[src/rtl/pwm_ramp_sequencer.sv]
// Wishbone master that programs a pwm_timer and steps its duty cycle from a start
// value to an end value, holding each value for a fixed number of clocks.
module pwm_ramp_sequencer #(
    parameter int unsigned ACK_TIMEOUT = 15,
    parameter logic [7:0]  CTRL_RUN    = 8'h1E,
    parameter logic [7:0]  CTRL_STOP   = 8'h00
) (
    input  logic        i_clk,
    input  logic        i_rst,
    input  logic        i_start,
    input  logic        i_abort,
    input  logic [15:0] i_divisor,
    input  logic [15:0] i_period,
    input  logic [15:0] i_dc_start,
    input  logic [15:0] i_dc_end,
    input  logic [15:0] i_dc_step,
    input  logic [15:0] i_hold,
    output logic        o_wb_cyc,
    output logic        o_wb_stb,
    output logic        o_wb_we,
    output logic [3:0]  o_wb_adr,
    output logic [15:0] o_wb_data,
    input  logic        i_wb_ack,
    output logic        o_busy,
    output logic        o_done,
    output logic [1:0]  o_status,
    output logic [15:0] o_cur_dc
);

    localparam int unsigned TO_W = (ACK_TIMEOUT < 2) ? 1 : $clog2(ACK_TIMEOUT);
    localparam logic [TO_W-1:0] TO_LAST = TO_W'(ACK_TIMEOUT - 1);

    typedef enum logic [3:0] {
        S_IDLE, S_WR_DIV, S_WR_PER, S_WR_DC, S_WR_CTRL,
        S_HOLD, S_STEP, S_WR_STEP, S_WR_STOP, S_DONE
    } state_t;

    state_t          r_state, w_state_nxt;
    logic            r_stb;
    logic [TO_W-1:0] r_to_cnt;
    logic [15:0]     r_hold_cnt;
    logic            r_abort_pend;
    logic [1:0]      r_status;
    logic [15:0]     r_cur_dc;

    logic [15:0]     r_div, r_per, r_dc_end, r_step, r_hold_m1, r_cur, r_next;
    logic            r_up;

    logic            w_is_wr, w_ack, w_timeout, w_hold_last;
    logic [3:0]      w_adr;
    logic [15:0]     w_data;
    state_t          w_wr_after;

    // Next ramp value, clamped to the end value when the step would overshoot it
    // or run past either end of the 16-bit range.
    function automatic logic [15:0] f_next_dc(
        input logic [15:0] cur,
        input logic [15:0] dc_end,
        input logic [15:0] step,
        input logic        up
    );
        logic signed [17:0] cand;
        logic [15:0]        res;
        cand = up ? ($signed({2'b00, cur}) + $signed({2'b00, step}))
                  : ($signed({2'b00, cur}) - $signed({2'b00, step}));
        if (step == 16'd0)
            res = dc_end;
        else if (up && (cand > $signed({2'b00, dc_end})))
            res = dc_end;
        else if (!up && (cand < $signed({2'b00, dc_end})))
            res = dc_end;
        else
            res = cand[15:0];
        return res;
    endfunction

    assign w_is_wr     = (r_state == S_WR_DIV)  || (r_state == S_WR_PER)  ||
                         (r_state == S_WR_DC)   || (r_state == S_WR_CTRL) ||
                         (r_state == S_WR_STEP) || (r_state == S_WR_STOP);
    assign w_ack       = r_stb && i_wb_ack;
    assign w_timeout   = r_stb && !i_wb_ack && (r_to_cnt == TO_LAST);
    assign w_hold_last = (r_hold_cnt == r_hold_m1);

    always_comb begin
        w_wr_after = S_HOLD;
        case (r_state)
            S_WR_DIV: w_wr_after = S_WR_PER;
            S_WR_PER: w_wr_after = S_WR_DC;
            S_WR_DC:  w_wr_after = S_WR_CTRL;
            default:  w_wr_after = S_HOLD;
        endcase
    end

    always_comb begin
        w_state_nxt = r_state;
        case (r_state)
            S_IDLE:
                if (i_start) w_state_nxt = S_WR_DIV;
            S_WR_DIV, S_WR_PER, S_WR_DC, S_WR_CTRL, S_WR_STEP:
                if (w_timeout)
                    w_state_nxt = S_DONE;
                else if (w_ack)
                    w_state_nxt = r_abort_pend ? S_WR_STOP : w_wr_after;
            S_WR_STOP:
                if (w_timeout || w_ack) w_state_nxt = S_DONE;
            S_HOLD:
                if (r_abort_pend)
                    w_state_nxt = S_WR_STOP;
                else if (w_hold_last)
                    w_state_nxt = (r_cur == r_dc_end) ? S_WR_STOP : S_STEP;
            S_STEP:
                w_state_nxt = r_abort_pend ? S_WR_STOP : S_WR_STEP;
            S_DONE:
                w_state_nxt = S_IDLE;
            default:
                w_state_nxt = S_IDLE;
        endcase
    end

    always_comb begin
        w_adr  = 4'd0;
        w_data = 16'd0;
        case (r_state)
            S_WR_DIV:  begin w_adr = 4'd1; w_data = r_div;              end
            S_WR_PER:  begin w_adr = 4'd2; w_data = r_per;              end
            S_WR_DC:   begin w_adr = 4'd3; w_data = r_cur;              end
            S_WR_CTRL: begin w_adr = 4'd0; w_data = {8'h00, CTRL_RUN};  end
            S_WR_STEP: begin w_adr = 4'd3; w_data = r_next;             end
            S_WR_STOP: begin w_adr = 4'd0; w_data = {8'h00, CTRL_STOP}; end
            default:   begin w_adr = 4'd0; w_data = 16'd0;              end
        endcase
    end

    always_ff @(posedge i_clk) begin
        if (i_rst) begin
            r_state      <= S_IDLE;
            r_stb        <= 1'b0;
            r_to_cnt     <= '0;
            r_hold_cnt   <= '0;
            r_abort_pend <= 1'b0;
            r_status     <= 2'd0;
            r_cur_dc     <= '0;
        end else begin
            r_state <= w_state_nxt;

            // Every write state is entered with stb low, which yields the idle
            // cycle between back-to-back writes.
            if (w_ack || w_timeout)
                r_stb <= 1'b0;
            else if (w_is_wr)
                r_stb <= 1'b1;

            r_to_cnt   <= (r_stb && !i_wb_ack && !w_timeout) ? r_to_cnt + 1'b1 : '0;
            r_hold_cnt <= (r_state == S_HOLD && w_state_nxt == S_HOLD) ? r_hold_cnt + 16'd1 : '0;

            if (r_state == S_IDLE || r_state == S_DONE)
                r_abort_pend <= 1'b0;
            else if (i_abort && r_state != S_WR_STOP)
                r_abort_pend <= 1'b1;

            if (r_state == S_IDLE && i_start)
                r_status <= 2'd0;
            else if (w_timeout)
                r_status <= 2'd2;
            else if (w_state_nxt == S_WR_STOP && r_state != S_WR_STOP)
                r_status <= {1'b0, r_abort_pend};

            if (w_ack && r_state == S_WR_DC)
                r_cur_dc <= r_cur;
            else if (w_ack && r_state == S_WR_STEP)
                r_cur_dc <= r_next;
        end
    end

    always_ff @(posedge i_clk) begin
        if (r_state == S_IDLE && i_start) begin
            r_div     <= i_divisor;
            r_per     <= i_period;
            r_dc_end  <= i_dc_end;
            r_step    <= i_dc_step;
            r_cur     <= i_dc_start;
            r_up      <= (i_dc_end >= i_dc_start);
            r_hold_m1 <= (i_hold == 16'd0) ? 16'd0 : i_hold - 16'd1;
        end
        if (r_state == S_STEP)
            r_next <= f_next_dc(r_cur, r_dc_end, r_step, r_up);
        if (r_state == S_WR_STEP && w_ack)
            r_cur <= r_next;
    end

    assign o_wb_cyc  = r_stb;
    assign o_wb_stb  = r_stb;
    assign o_wb_we   = r_stb;
    assign o_wb_adr  = r_stb ? w_adr : 4'd0;
    assign o_wb_data = r_stb ? w_data : 16'd0;
    assign o_busy    = (r_state != S_IDLE);
    assign o_done    = (r_state == S_DONE);
    assign o_status  = r_status;
    assign o_cur_dc  = r_cur_dc;

endmodule

[config.mk]
export PLATFORM = sky130hd
export DESIGN_NAME = pwm_ramp_sequencer
export DESIGN_NICKNAME = d
export VERILOG_FILES = /design/src/rtl/pwm_ramp_sequencer.sv
export SDC_FILE = /design/constraint.sdc
export NUM_CORES = 1
export LEC_CHECK = 0
export CORE_MARGIN = 5
export CORE_UTILIZATION = 40
export DETAILED_ROUTE_END_ITERATION = 7
export GPL_TIMING_DRIVEN = 0
export MAX_ROUTING_LAYER = met4
export PLACE_DENSITY = 0.65
export SYNTH_ARGS = -nofsm -noshare
export SYNTH_HDL_FRONTEND = slang
export SYNTH_SLANG_ARGS = --single-unit
[constraint.sdc]
create_clock -name i_clk -period 5.8 [get_ports i_clk]
set_clock_uncertainty 0.15 [all_clocks]
set_input_delay 1.16 -clock i_clk [delete_from_list [all_inputs] [get_ports i_clk]]
set_output_delay 1.16 -clock i_clk [all_outputs]
set_load 0.005 [all_outputs]
Yosys cells after proc, flatten, opt, wreduce, memory -nomap -nowiden
Index checks and enable logic that the tools add are counted.
{"block": "word_totals", "output_inout_bits": 43, "regBits": 157, "elab_cells": 103, "inputBits": 101}
{"block": "classes", "order_cmp": 3, "n_eq_ne": 15, "n_bitwise": 2, "n_reduce_logical": 37, "mux": 25, "n_addsub": 5}
{"cell": "$mux W16", "n": 8}
{"cell": "$pmux W16 S5", "n": 1}
{"cell": "$mux W4", "n": 10}
{"cell": "$eq A16 B16 Y1", "n": 2}
{"cell": "$logic_not A16 Y1", "n": 2}
{"cell": "$eq A4 B3 Y1 const B", "n": 5}
{"cell": "$pmux W4 S5", "n": 1}
{"cell": "$gt A18 B17 Y1", "n": 1}
{"cell": "$lt A18 B17 Y1", "n": 1}
{"cell": "$mux W18", "n": 1}
{"cell": "$add A16 B16 Y17", "n": 1}
{"cell": "$sub A16 B16 Y17", "n": 1}
{"cell": "$add A16 B1 Y16 const B", "n": 1}
{"cell": "$eq A4 B4 Y1 const B", "n": 4}
{"cell": "$ge A16 B16 Y1", "n": 1}
{"cell": "$sub A16 B1 Y16 const B", "n": 1}
{"cell": "$logic_and A1 B1 Y1", "n": 12}
{"cell": "$reduce_or A2 Y1", "n": 6}
{"cell": "$pmux W3 S3", "n": 1}
{"cell": "$eq A4 B2 Y1 const B", "n": 2}
{"cell": "$logic_or A1 B1 Y1", "n": 7}
{"cell": "$pmux W2 S3", "n": 1}
{"cell": "$reduce_bool A2 Y1", "n": 3}
{"cell": "$reduce_or A5 Y1", "n": 1}
{"cell": "9 further kinds", "n": 13}

Longest topological paths before layout
Gate-level depths: netlist (run 1).
{"block": "depth", "word_depth": 10, "ltp_mapped": 21, "mapped_depth_nobuf": 20}

Worst setup path after synthesis (run 1)
No wires, ideal clock.
{"block": "synth_path", "path_kind": "register to register", "startpoint": "register r_cur[0]", "endpoint": "register r_next[10] (data pin)", "setup_ns": 0.260, "path_slack_ns": 1.251, "stages_incl_launch_ff": 22, "path_buffers": 1, "arrival_ns": 4.139, "required_time_ns": 5.390, "synth_period_minus_slack_ns": 4.549, "cell_sequence": "edfxtp_1 inv_1 ha_1 inv_1 fa_1 a211oi_2 o21ai_1 a31o_2 a31o_2 a31oi_1 o22ai_1 xor2_1 ha_1 nand2_1 nor2_1 o21ai_0 o21ai_1 mux2_2 nand3_1 a311oi_4 buf_6 mux2_4"}
{"block": "synth_between", "elab_chain_len": 7, "elab_cells_between_ends": 10, "classes_between": "2 x add/sub; 2 x order compare; 4 x mux; 2 x reduce/logical"}
{"element": "start: declaration", "line": "46", "text": "logic [15:0] r_div, r_per, r_dc_end, r_step, r_hold_m1, r_cur, r_next;"}
{"element": "start signal: assignment", "line": "181", "text": "r_cur <= i_dc_start;"}
{"element": "start signal: assignment", "line": "188", "text": "r_cur <= r_next;"}
{"element": "$sub A16 B16 Y17 or $add A16 B16 Y17 (tied branches)", "line": "65, 64"}
{"element": "$mux W18 *", "line": "64", "text": "cand = up ? ($signed({2'b00, cur}) + $signed({2'b00, step}))"}
{"element": "$lt A18 B17 Y1", "line": "70", "text": "else if (!up && (cand < $signed({2'b00, dc_end})))"}
{"element": "$logic_and A1 B1 Y1", "line": "70"}
{"element": "$mux W16", "line": "70"}
{"element": "$mux W16 *", "line": "68", "text": "else if (up && (cand > $signed({2'b00, dc_end})))"}
{"element": "$mux W16 *", "line": "66", "text": "if (step == 16'd0)"}
{"element": "end signal: assignment", "line": "186", "text": "r_next <= f_next_dc(r_cur, r_dc_end, r_step, r_up);"}
{"element": "end: declaration", "line": "46"}
Every way passes the cells marked *; elsewhere a longest branch is shown, timed or not.
A chain may end at the register's enable or synchronous reset.

Worst setup path in the final report (run 1)
{"block": "layout_path", "startpoint": "register r_step[1]", "endpoint": "register r_next[13] (data pin)"}
{"block": "layout_between", "elab_chain_len": 7, "elab_cells_between_ends": 11, "classes_between": "2 x add/sub; 2 x order compare; 4 x mux; 3 x reduce/logical"}
{"element": "start: declaration", "line": "46"}
{"element": "start signal: assignment", "line": "180", "text": "r_step <= i_dc_step;"}
{"element": "$sub A16 B16 Y17 or $add A16 B16 Y17 (tied branches)", "line": "65, 64"}
{"element": "$mux W18", "line": "64"}
{"element": "$lt A18 B17 Y1", "line": "70"}
{"element": "$logic_and A1 B1 Y1", "line": "70"}
{"element": "$mux W16", "line": "70"}
{"element": "$mux W16", "line": "68"}
{"element": "$mux W16 *", "line": "66"}
Marked as above.

==> results of run 1 <==
## routing by layer
layer	up-vias	part of all wire	global-route usage
met4	0	0.021	0.0600
met5	-	0	-
met3	36	0.075	0.0365
met2	335	0.44	0.293
met1	3491	0.47	0.285
li1	3606	-	-
## worst max-delay path by stage
stage | to | slack, ns | cells after the start
2_1_floorplan | r_next[10]$_DFFE_PN_ | 1.25 | 21
3_3_place_gp | r_cur[13]$_DFFE_PP_ | -0.17 | 3
3_5_place_dp | r_next[13]$_DFFE_PN_ | 0.50 | 19
4_1_cts | r_next[7]$_DFFE_PN_ | 0.43 | 19
5_1_grt | r_next[7]$_DFFE_PN_ | 0.18 | 19
6_report | r_next[13]$_DFFE_PN_ | 0.31 | 19
## placed cells by master, fill, tap and decap left out, drive strengths merged, types with 20 or more instances in the layout
cell           synthesis  routed
nor2                  66      66
clkbuf                25      45
nand3                 20      20
a31oi                 22      22
a22oi                 25      25
ha                    68      68
xnor2                 54      54
nand2                 69      69
a21oi                 45      45
inv                   70      76
dfxtp                 44      44
edfxtp               113     113
o21ai                 42      42
nor3                  25      25
clkdlybuf4s50          0     141
## cell families after synthesis
logic type                 Yosys count
AOI/OAI and AO/OA                  203
xor gates and xnor gates            72
adders and majority gates           70
buffers and inverters              109
DFF                                157
muxes                               22
other                                1
and+or+nand+nor                    269
## registers in the layout, summed over array words and instances (netlist names)
signal        cells
o_cur_dc         16
o_status          2
o_wb_cyc          1
r_abort_pend      1
r_cur            16
r_dc_end         16
r_div            16
r_hold_cnt       16
r_hold_m1        16
r_next           16
r_per            16
r_state           4
r_step           16
r_to_cnt          4
r_up              1
## layout make-up
cell class | instances | area [sq um]
inverters | 70 | 263
multi-input cells | 638 | 4510
well taps | 285 | 357
clock buffers | 20 | 447
fillers | 2068 | 11100
repair buffers | 142 | 1440
flip-flops and latches | 157 | 4270
clock inverters | 12 | 128
plain buffers | 39 | 188
## report_power, final
group	switching [W]	internal, W
Clock	0.000491	0.000616
Combinational	0.000314	0.000294
Sequential	0.0000422	0.00127
## critical path: stages, from the launching register on
cell	delay (ns)
edfxtp_1	0.52
inv_1	0.14
ha_1	0.32
nor2b_1	0.06
o311ai_1	0.46
a211oi_1	0.22
o31ai_1	0.51
nand2_1	0.10
o21ai_0	0.12
xor2_1	0.29
ha_1	0.30
a211oi_1	0.21
o21ai_0	0.12
a21oi_1	0.23
o21ai_1	0.14
o211ai_1	0.14
nand3_1	0.15
a311oi_4	0.49
buf_6	0.26
mux2_4	0.32
## stage by stage
| step | hold slack [ns] | total power (W) | util | cell area (sq um) |
|---|---|---|---|---|
| floorplan | 0.280 | 0.00172 | - | 9230 |
| CTS | 0.320 | 0.00304 | 0.511 | 11600 |
| global placement | 0.291 | 0.00193 | 0.484 | 11000 |
| detailed placement | 0.309 | 0.00194 | 0.486 | 11000 |
| finish | 0.317 | 0.00303 | 0.511 | 11600 |
| global route | 0.324 | 0.00315 | 0.511 | 11600 |
==> run summary, run 1 <==
Unrepaired setup endpoints after global routing -> no
CTS tree -> built
Antenna diode count -> 0
CP required -> 5.83 ns
CTS Hold Buffers Added -> 0
Post-Place Cells -> 1331
Primary FF master, synth -> edfxtp_1
Share of cells above drive strength 1 -> 0.0705
Synth area leaders -> edfxtp_1, dfxtp_1, ha_1, xnor2_1, inv_1
Synth Area in Adders -> 0.0965
Post-synthesis compound-gate area fraction -> 0.148
CP endpoint kind -> flip-flop
Max Clock Freq -> 182 MHz
Final Setup Violations -> 0
Endpoints failing hold -> 0
Via density -> 5.48
Post-DRT Antenna Nets -> 0
Syn Std Cell Area -> 9230 sq um
XOR/XNOR Fraction of Synth Area -> 0.0683
WHS Path Cells -> 1
Synth top area share -> 0.368
Outcome -> finished, final reports clean
Area Overhead vs Synth -> 25.8%
Seq cells post-synth -> 157
DPL Wire Length -> 19900 microns
Dpl ws -> 0.500 ns
Yosys Warn Count -> 0
Largest net degree at the start of global routing -> 44
Synth unique cells -> 69
Post-synthesis simple-gate area fraction -> 0.145
Crit path time final -> 5.49 ns
Port Buffers -> 141
Slew margin rel. -> 0.214
Max clock buf depth -> 2
CTS buffer count -> 17
Via count -> 7468
Worst hold path class -> reg -> reg
Global route overflow -> 0
Initial DRC count -> 706
First-pass detailed-route iteration total -> 6
CTS sink cnt -> 157
Reg2reg end -> r_next[13]$_DFFE_PN_
Post-synthesis mux area share -> 0.0300
Core Region -> 22700 sq um
Synth cell count leaders -> edfxtp_1, inv_1, nand2_1
Startpoint type of the worst setup path -> flip-flop
Critical path type -> reg -> reg
Clk Latency, worst-skew pair -> 0.43 ns
Worst Path Arrival -> 5.52 ns
Synth Area per Inst -> 10.2 sq um
Reg2Reg Setup Slack -> 0.31 ns
Cell with the most instances after synthesis -> edfxtp_1
Fin cells -> 1363
Tcrit/Tclk final -> 0.947
CTS root buf -> clkbuf_16
Largest family of logic cells by synthesized area -> compound AO/OA/AOI/OAI gates
Starting Density -> 0.406
Total setup buffers inserted after CTS -> 0
Sequential share of the synthesized area -> 0.463
Max-slew violations -> 0
Setup WS post-layout -> 0.309 ns
Post-detailed-route wirelength per cell -> 18.9 microns
Worst r2r path cells -> 19
Worst setup path start -> r_step[1]$_DFFE_PP_
Leakage -> 4.24 nW
Worst vdd ir -> 0.180 mV
H-tree levels -> 4
Maxcap violations -> 0
Ports -> 144
Post-synthesis cell count -> 903
Nets -> 1236
Die height -> 162 microns
Leading area contributor after synthesis -> edfxtp_1
Clock-pin slew on the worst setup and hold paths -> 0.07 ns
First-pass GRT wire length -> 39600 microns
# resized after CTS -> 0
GP Congestion -> 0.899
Total Routing Usage GR -> 0.200
Async set-reset flop share out of synthesis -> 0
Row Count -> 55
RR Startpoint -> r_step[1]$_DFFE_PP_
Hold Crit Start -> r_to_cnt[0]$_SDFF_PP0_
Number of global-route vias before repair -> 7227
Die area -> 26200 sq um
Routed WL -> 25800 microns
Least-Margin Pin Slew -> 1.17 ns
Initial antenna violation count -> 0
Fin Setup TNS -> 0 ns
# DRC -> 0
PwrDens -> 261 nW/um^2
Die W -> 162 microns
Hold Path End -> r_to_cnt[0]$_SDFF_PP0_
Crit path max fanout -> 10
Number of synthesized flops with an enable pin -> 113
(Power assumes the default switching activity.)
==> run 2: changes to the inputs <==
--- a/config.mk
+++ b/config.mk
@@ -5,12 +5,15 @@
 export SDC_FILE = /design/constraint.sdc
 export NUM_CORES = 1
 export LEC_CHECK = 0
+export CELL_PAD_IN_SITES_DETAIL_PLACEMENT = 1
+export CELL_PAD_IN_SITES_GLOBAL_PLACEMENT = 1
 export CORE_MARGIN = 5
 export CORE_UTILIZATION = 40
+export CTS_CLUSTER_SIZE = 8
 export DETAILED_ROUTE_END_ITERATION = 7
 export GPL_TIMING_DRIVEN = 0
 export MAX_ROUTING_LAYER = met4
-export PLACE_DENSITY = 0.65
+export PLACE_DENSITY = 0.8
 export SYNTH_ARGS = -nofsm -noshare
 export SYNTH_HDL_FRONTEND = slang
 export SYNTH_SLANG_ARGS = --single-unit
==> run 2 against run 1 <==
Effect of this change: die area unchanged; final area about the same; combinational power increased by 3%; cell count unchanged.
==> run summary, run 2 (synthesis results as in run 1) <==
Initial DRC count -> 617 (-13%)
First-pass GRT wire length -> 44300 microns (+12%)
DPL Wire Length -> 21800 microns (+9.7%)
Least-Margin Pin Slew -> 1.15 ns (-0.0245 ns)
Total setup buffers inserted after CTS -> 0 (unchanged)
Number of global-route vias before repair -> 8003 (+11%)
Port Buffers -> 141 (unchanged)
Post-detailed-route wirelength per cell -> 20.8 microns (+9.8%)
Share of cells above drive strength 1 -> 0.0714 (+0.000928)
Tcrit/Tclk final -> 0.938 (-0.00857)
Die height -> 162 microns (unchanged)
Met1 Use GR -> 0.299 (+0.0141)
Psw -> 0.000908 W (+7.1%)
Max clock buf depth -> 2 (unchanged)
Unrepaired setup endpoints after global routing -> no
Max-slew violations -> 0 (unchanged)
CTS buffer count -> 17 (unchanged)
Crit path time final -> 5.44 ns (-0.0497 ns)
Largest net degree at the start of global routing -> 44 (unchanged)
PwrDens -> 262 nW/um^2 (+0.62%)
Total Routing Usage GR -> 0.223 (+0.0221)
Startpoint type of the worst setup path -> flip-flop
CP endpoint kind -> flip-flop
Clk Latency, worst-skew pair -> 0.44 ns (about the same)
Leakage -> 4.24 nW (about the same)
Worst Path Arrival -> 5.48 ns (-0.04 ns)
CTS sink cnt -> 157 (unchanged)
Die W -> 162 microns (unchanged)
Fin Setup TNS -> 0 ns (unchanged)
Commonest non-fill, non-tap cells in the layout -> clkdlybuf4s50_1, edfxtp_1, inv_1
Hold slack final -> 0.330 ns (+0.0123 ns)
CTS Hold Buffers Added -> 0 (unchanged)
GRT met2 Usage -> 0.344 (+0.0502)
# resized after CTS -> 0 (unchanged)
GP Congestion -> 0.888 (-1.3%)
Initial antenna violation count -> 0 (unchanged)
Internal power -> 0.00214 W (-1.9%)
Grt peak-use layer -> met2
Switch share -> 0.298 (+0.0182)
Global route overflow -> 0 (unchanged)
Post-DRT Antenna Nets -> 0 (unchanged)
Crit path max fanout -> 10 (unchanged)
Placed Area -> 11000 sq um (unchanged)
Worst hold path class -> reg -> reg
Core Region -> 22700 sq um (unchanged)
# DRC -> 0 (unchanged)
Post-route cell area -> 11600 sq um (about the same)
Row Count -> 55 (unchanged)
H-tree levels -> 4 (unchanged)
Maxcap violations -> 0 (unchanged)
Ports -> 144 (unchanged)
Sequential Power Share -> 0.431 (-0.003)
Starting Density -> 0.406 (unchanged)
Area Overhead vs Synth -> 25.7% (about the same)
GRT met3 Usage -> 0.0381 (+0.00152)
Outcome -> finished, final reports clean
Post-Place Cells -> 1331 (unchanged)
Worst vdd ir -> 0.127 mV (-30%)
Clock Power Share -> 0.364 (-0.002)
Slew margin rel. -> 0.231 (+0.0165)
Combinational power share -> 0.205 (+0.004)
Critical path type -> reg -> reg
Endpoints failing hold -> 0 (unchanged)
Nets -> 1236 (unchanged)
Routed WL -> 28300 microns (+9.8%)
Final Setup Violations -> 0 (unchanged)
Commonest non-fill, non-tap cell in the layout -> clkdlybuf4s50_1
Antenna diode count -> 0 (unchanged)
Clock-pin slew on the worst setup and hold paths -> 0.07 ns (about the same)
Via count -> 7558 (+1.2%)
CP required -> 5.84 ns (about the same)
Via density -> 5.55 (+1.2%)
Max Clock Freq -> 184 MHz (+0.91%)
Die area -> 26200 sq um (unchanged)
CTS root buf -> clkbuf_16
First-pass detailed-route iteration total -> 8 (+2)
Fin cells -> 1363 (unchanged)
CTS tree -> built
## run 2: cell count changes in the layout (fill, tap and decap cells not counted), sizes merged
| cell | change |
|---|---|
| clkinvlp | +1 |
| inv | +3 |
| clkbuf | -3 |
| bufinv | -1 |
## run 2: critical path, cell delays in order (launching register included)
cell and delay [ns]:
edfxtp_1 0.57, ha_1 0.38, nor2b_1 0.07, o311ai_1 0.43
a211oi_1 0.23, o31ai_1 0.48, nand2_1 0.09, o21ai_0 0.12
xor2_1 0.32, ha_1 0.32, a211oi_1 0.20, o21ai_0 0.12
a21oi_1 0.20, o21ai_1 0.12, o211ai_1 0.12, nand3_1 0.16
a311oi_4 0.50, buf_6 0.27, mux2_4 0.33
## run 2: power groups by stage
| stage | clock, W | combinational [W] | sequential (W) |
|---|---|---|---|
| after floorplan | 0 | 0.000400 | 0.00132 |
| after global routing | 0.00117 | 0.000684 | 0.00132 |
| final | 0.00111 | 0.000624 | 0.00131 |
| after CTS | 0.00112 | 0.000625 | 0.00131 |
| after global placement | 0 | 0.000595 | 0.00134 |
| after detailed placement | 0 | 0.000616 | 0.00134 |
## run 2: area by class of cell
class	count	area, sq um
fillers	2491	11100
multi-input cells	638	4510
flip-flops and latches	157	4270
repair buffers	142	1440
clock buffers	17	425
well taps	285	357
inverters	70	263
plain buffers	39	188
clock inverters	15	146
## run 2: final timing paths
check | startpoint | to | slack (ns) | depth (start not counted)
max | r_cur[1]$_DFFE_PP_ | r_next[9]$_DFFE_PN_ | 0.36 | 18
max reg2reg | r_cur[1]$_DFFE_PP_ | r_next[9]$_DFFE_PN_ | 0.36 | 18
min reg2reg | r_to_cnt[0]$_SDFF_PP0_ | r_to_cnt[0]$_SDFF_PP0_ | 0.33 | 1
min | r_to_cnt[0]$_SDFF_PP0_ | r_to_cnt[0]$_SDFF_PP0_ | 0.33 | 1
## run 2: per-stage QoR
step                utilization  power [W]  setup WS [ns]
floorplan                     -    0.00172           1.25
global placement          0.484    0.00194        -0.0406
global route              0.511    0.00317         0.0679
finish                    0.511    0.00305          0.359
detailed placement        0.486    0.00195          0.497
CTS                       0.511    0.00306          0.388
## run 2: layer usage
layer / share of wire / up-vias
li1: - / 3607
met1: 0.46 / 3671
met2: 0.46 / 238
met3: 0.054 / 42
met4: 0.024 / 0
met5: 0 / -
==> run 3: changes to the inputs <==
--- a/config.mk
+++ b/config.mk
@@ -7,7 +7,7 @@
 export LEC_CHECK = 0
 export CELL_PAD_IN_SITES_DETAIL_PLACEMENT = 1
 export CELL_PAD_IN_SITES_GLOBAL_PLACEMENT = 1
-export CORE_MARGIN = 5
+export CORE_MARGIN = 2
 export CORE_UTILIZATION = 40
 export CTS_CLUSTER_SIZE = 8
 export DETAILED_ROUTE_END_ITERATION = 7
==> run 3 against run 2 <==
Effect of this change: worst setup slack lost 0.12 ns; global-route usage grew 2.8 points; clock power is essentially flat; first-iteration DRC count grew 0.49%; die area shrank 7.3%; routed wire length grew 3.2%; largest cell class unchanged; highest routed layer unchanged.
==> run summary, run 3 (synthesis results as in run 1) <==
Endpoints failing hold -> 0 (unchanged)
Area Overhead vs Synth -> 25.6%
Largest net degree at the start of global routing -> 44 (unchanged)
Antenna diode count -> 0 (unchanged)
Leakage -> 4.24 nW (about the same)
First-pass GRT wire length -> 45200 microns (+1.9%)
Core Region -> 22600 sq um (-0.30%)
Maxcap violations -> 0 (unchanged)
CTS Hold Buffers Added -> 0 (unchanged)
Clk Latency, worst-skew pair -> 0.44 ns (about the same)
Worst vdd ir -> 0.131 mV (+3.0%)
Via density -> 5.66 (+2.1%)
Global route overflow -> 0 (unchanged)
Routed WL -> 29200 microns (+3.2%)
Total setup buffers inserted after CTS -> 0 (unchanged)
Nets -> 1236 (unchanged)
H-tree levels -> 4 (unchanged)
Dpl ws -> 0.451 ns (-0.0464 ns)
Tcrit/Tclk final -> 0.958 (+0.0200)
Die W -> 156 microns (-3.7%)
Starting Density -> 0.408 (+0.00124)
Crit-path cells -> ha_1 > fa_1 > nor2b_1 > o21ai_1 > nand3_1 > a311oi_1 > mux2i_1 > xnor2_1 > ha_1 > o21ai_0 > o21ai_0 > a21oi_1 > o21ai_1 > o211ai_1 > nand3_1 > a311oi_4 > buf_6 > mux2_4
Critical path's slowest cell -> a311oi_1
Row Count -> 55 (unchanged)
Pwr Total -> 0.00303 W (-0.49%)
Share of cells above drive strength 1 -> 0.0705 (-0.000928)
First-pass detailed-route iteration total -> 6 (-2)
PwrDens -> 262 nW/um^2 (-0.34%)
Number of global-route vias before repair -> 7926 (-0.96%)
Worst hold path class -> reg -> reg
Worst r2r path cells -> 18 (unchanged)
Ports -> 144 (unchanged)
GP Congestion -> 0.881 (-0.78%)
Post-DRT Antenna Nets -> 0 (unchanged)
Outcome -> finished, final reports clean
Commonest non-fill, non-tap cell in the layout -> clkdlybuf4s50_1
Startpoint type of the worst setup path -> flip-flop
Unrepaired setup endpoints after global routing -> no
Setup WS post-layout -> 0.243 ns (-0.116 ns)
Die height -> 156 microns (-3.7%)
Slew margin rel. -> 0.257 (+0.0269)
Max clock buf depth -> 2 (unchanged)
Fill cells -> 2516 (+1.0%)
Total Routing Usage GR -> 0.250 (+0.0278)
Final core occ -> 0.512 (+0.000780)
Post-detailed-route wirelength per cell -> 21.5 microns (+3.2%)
CP endpoint kind -> flip-flop
Max-slew violations -> 0 (unchanged)
Worst Path Arrival -> 5.59 ns (+0.11 ns)
DPL Wire Length -> 22000 microns (+0.58%)
Clock-pin slew on the worst setup and hold paths -> 0.06 ns (about the same)
Port Buffers -> 141 (unchanged)
# resized after CTS -> 0 (unchanged)
Final Setup Violations -> 0 (unchanged)
CTS buffer count -> 17 (unchanged)
Via count -> 7716 (+2.1%)
WHS Path Cells -> 1 (unchanged)
Commonest non-fill, non-tap cells in the layout -> clkdlybuf4s50_1, edfxtp_1, inv_1
Least-Margin Pin Slew -> 1.11 ns (-0.0401 ns)
CP max stage delay -> 0.52 ns (-0.05 ns)
Initial DRC count -> 620 (+0.49%)
# DRC -> 0 (unchanged)
Max Clock Freq -> 180 MHz (-2.1%)
Critical path type -> reg -> reg
CTS tree -> built
Initial antenna violation count -> 0 (unchanged)
CTS root buf -> clkbuf_16
Crit path max fanout -> 10 (unchanged)
CTS sink cnt -> 157 (unchanged)
Crit path time final -> 5.56 ns (+0.116 ns)
CP required -> 5.83 ns (about the same)
Die area -> 24300 sq um (-7.3%)
## run 3: metal layers
metal / up-vias / track usage / wire (microns)
li1: 3606 / - / -
met1: 3781 / 0.329 / 13200
met2: 279 / 0.401 / 13900
met3: 50 / 0.0414 / 1510
met4: 0 / 0.0725 / 639
met5: - / - / 0
## run 3: report_power, final
part / leakage [nW] / switching [W] / total (W) / internal [W]
combinational: 2.53 / 0.000339 / 0.000635 / 0.000297
sequential: 1.43 / 0.0000458 / 0.00132 / 0.00127
clock: 0.279 / 0.000488 / 0.00108 / 0.000591
total: 4.24 / 0.000872 / 0.00303 / 0.00216
## run 3: path summary, 6_finish.rpt
kind,from,endpoint,slack [ns]
setup reg to reg,r_cur[0]$_DFFE_PP_,r_next[8]$_DFFE_PN_,0.24
hold / removal,r_to_cnt[0]$_SDFF_PP0_,r_to_cnt[0]$_SDFF_PP0_,0.33
setup / recovery,r_cur[0]$_DFFE_PP_,r_next[8]$_DFFE_PN_,0.24
hold reg to reg,r_to_cnt[0]$_SDFF_PP0_,r_to_cnt[0]$_SDFF_PP0_,0.33
## run 3: critical path, delay by kind of cell (launching register included)
family / cells / cell delay [ns]
flops: 1 / 0.50
compound gates: 8 / 2.01
buf+inv: 1 / 0.28
simple gates: 3 / 0.50
xor+xnor: 1 / 0.34
fa+ha+maj: 3 / 0.98
mux: 2 / 0.54
## run 3: layout make-up
type,count,area [sq um],area share
inverter,70,263,0.0227
buffer,39,188,0.0162
timing repair buffer,142,1440,0.124
sequential,157,4270,0.369
tap,285,357,0.0308
multi-input combinational,638,4510,0.389
clock buffer,21,472,0.0407
clock inverter,11,82.6,0.00713
## run 3: stage by stage
stage / setup TNS [ns] / hold WS, ns / cell area (sq um) / std cells
2_1_floorplan: 0 / 0.280 / 9230 / 904
3_3_place_gp: -0.614 / 0.296 / 11000 / 1330
3_5_place_dp: 0 / 0.320 / 11000 / 1331
4_1_cts: 0 / 0.335 / 11600 / 1363
5_1_grt: 0 / 0.350 / 11600 / 1363
6_report: 0 / 0.327 / 11600 / 1363
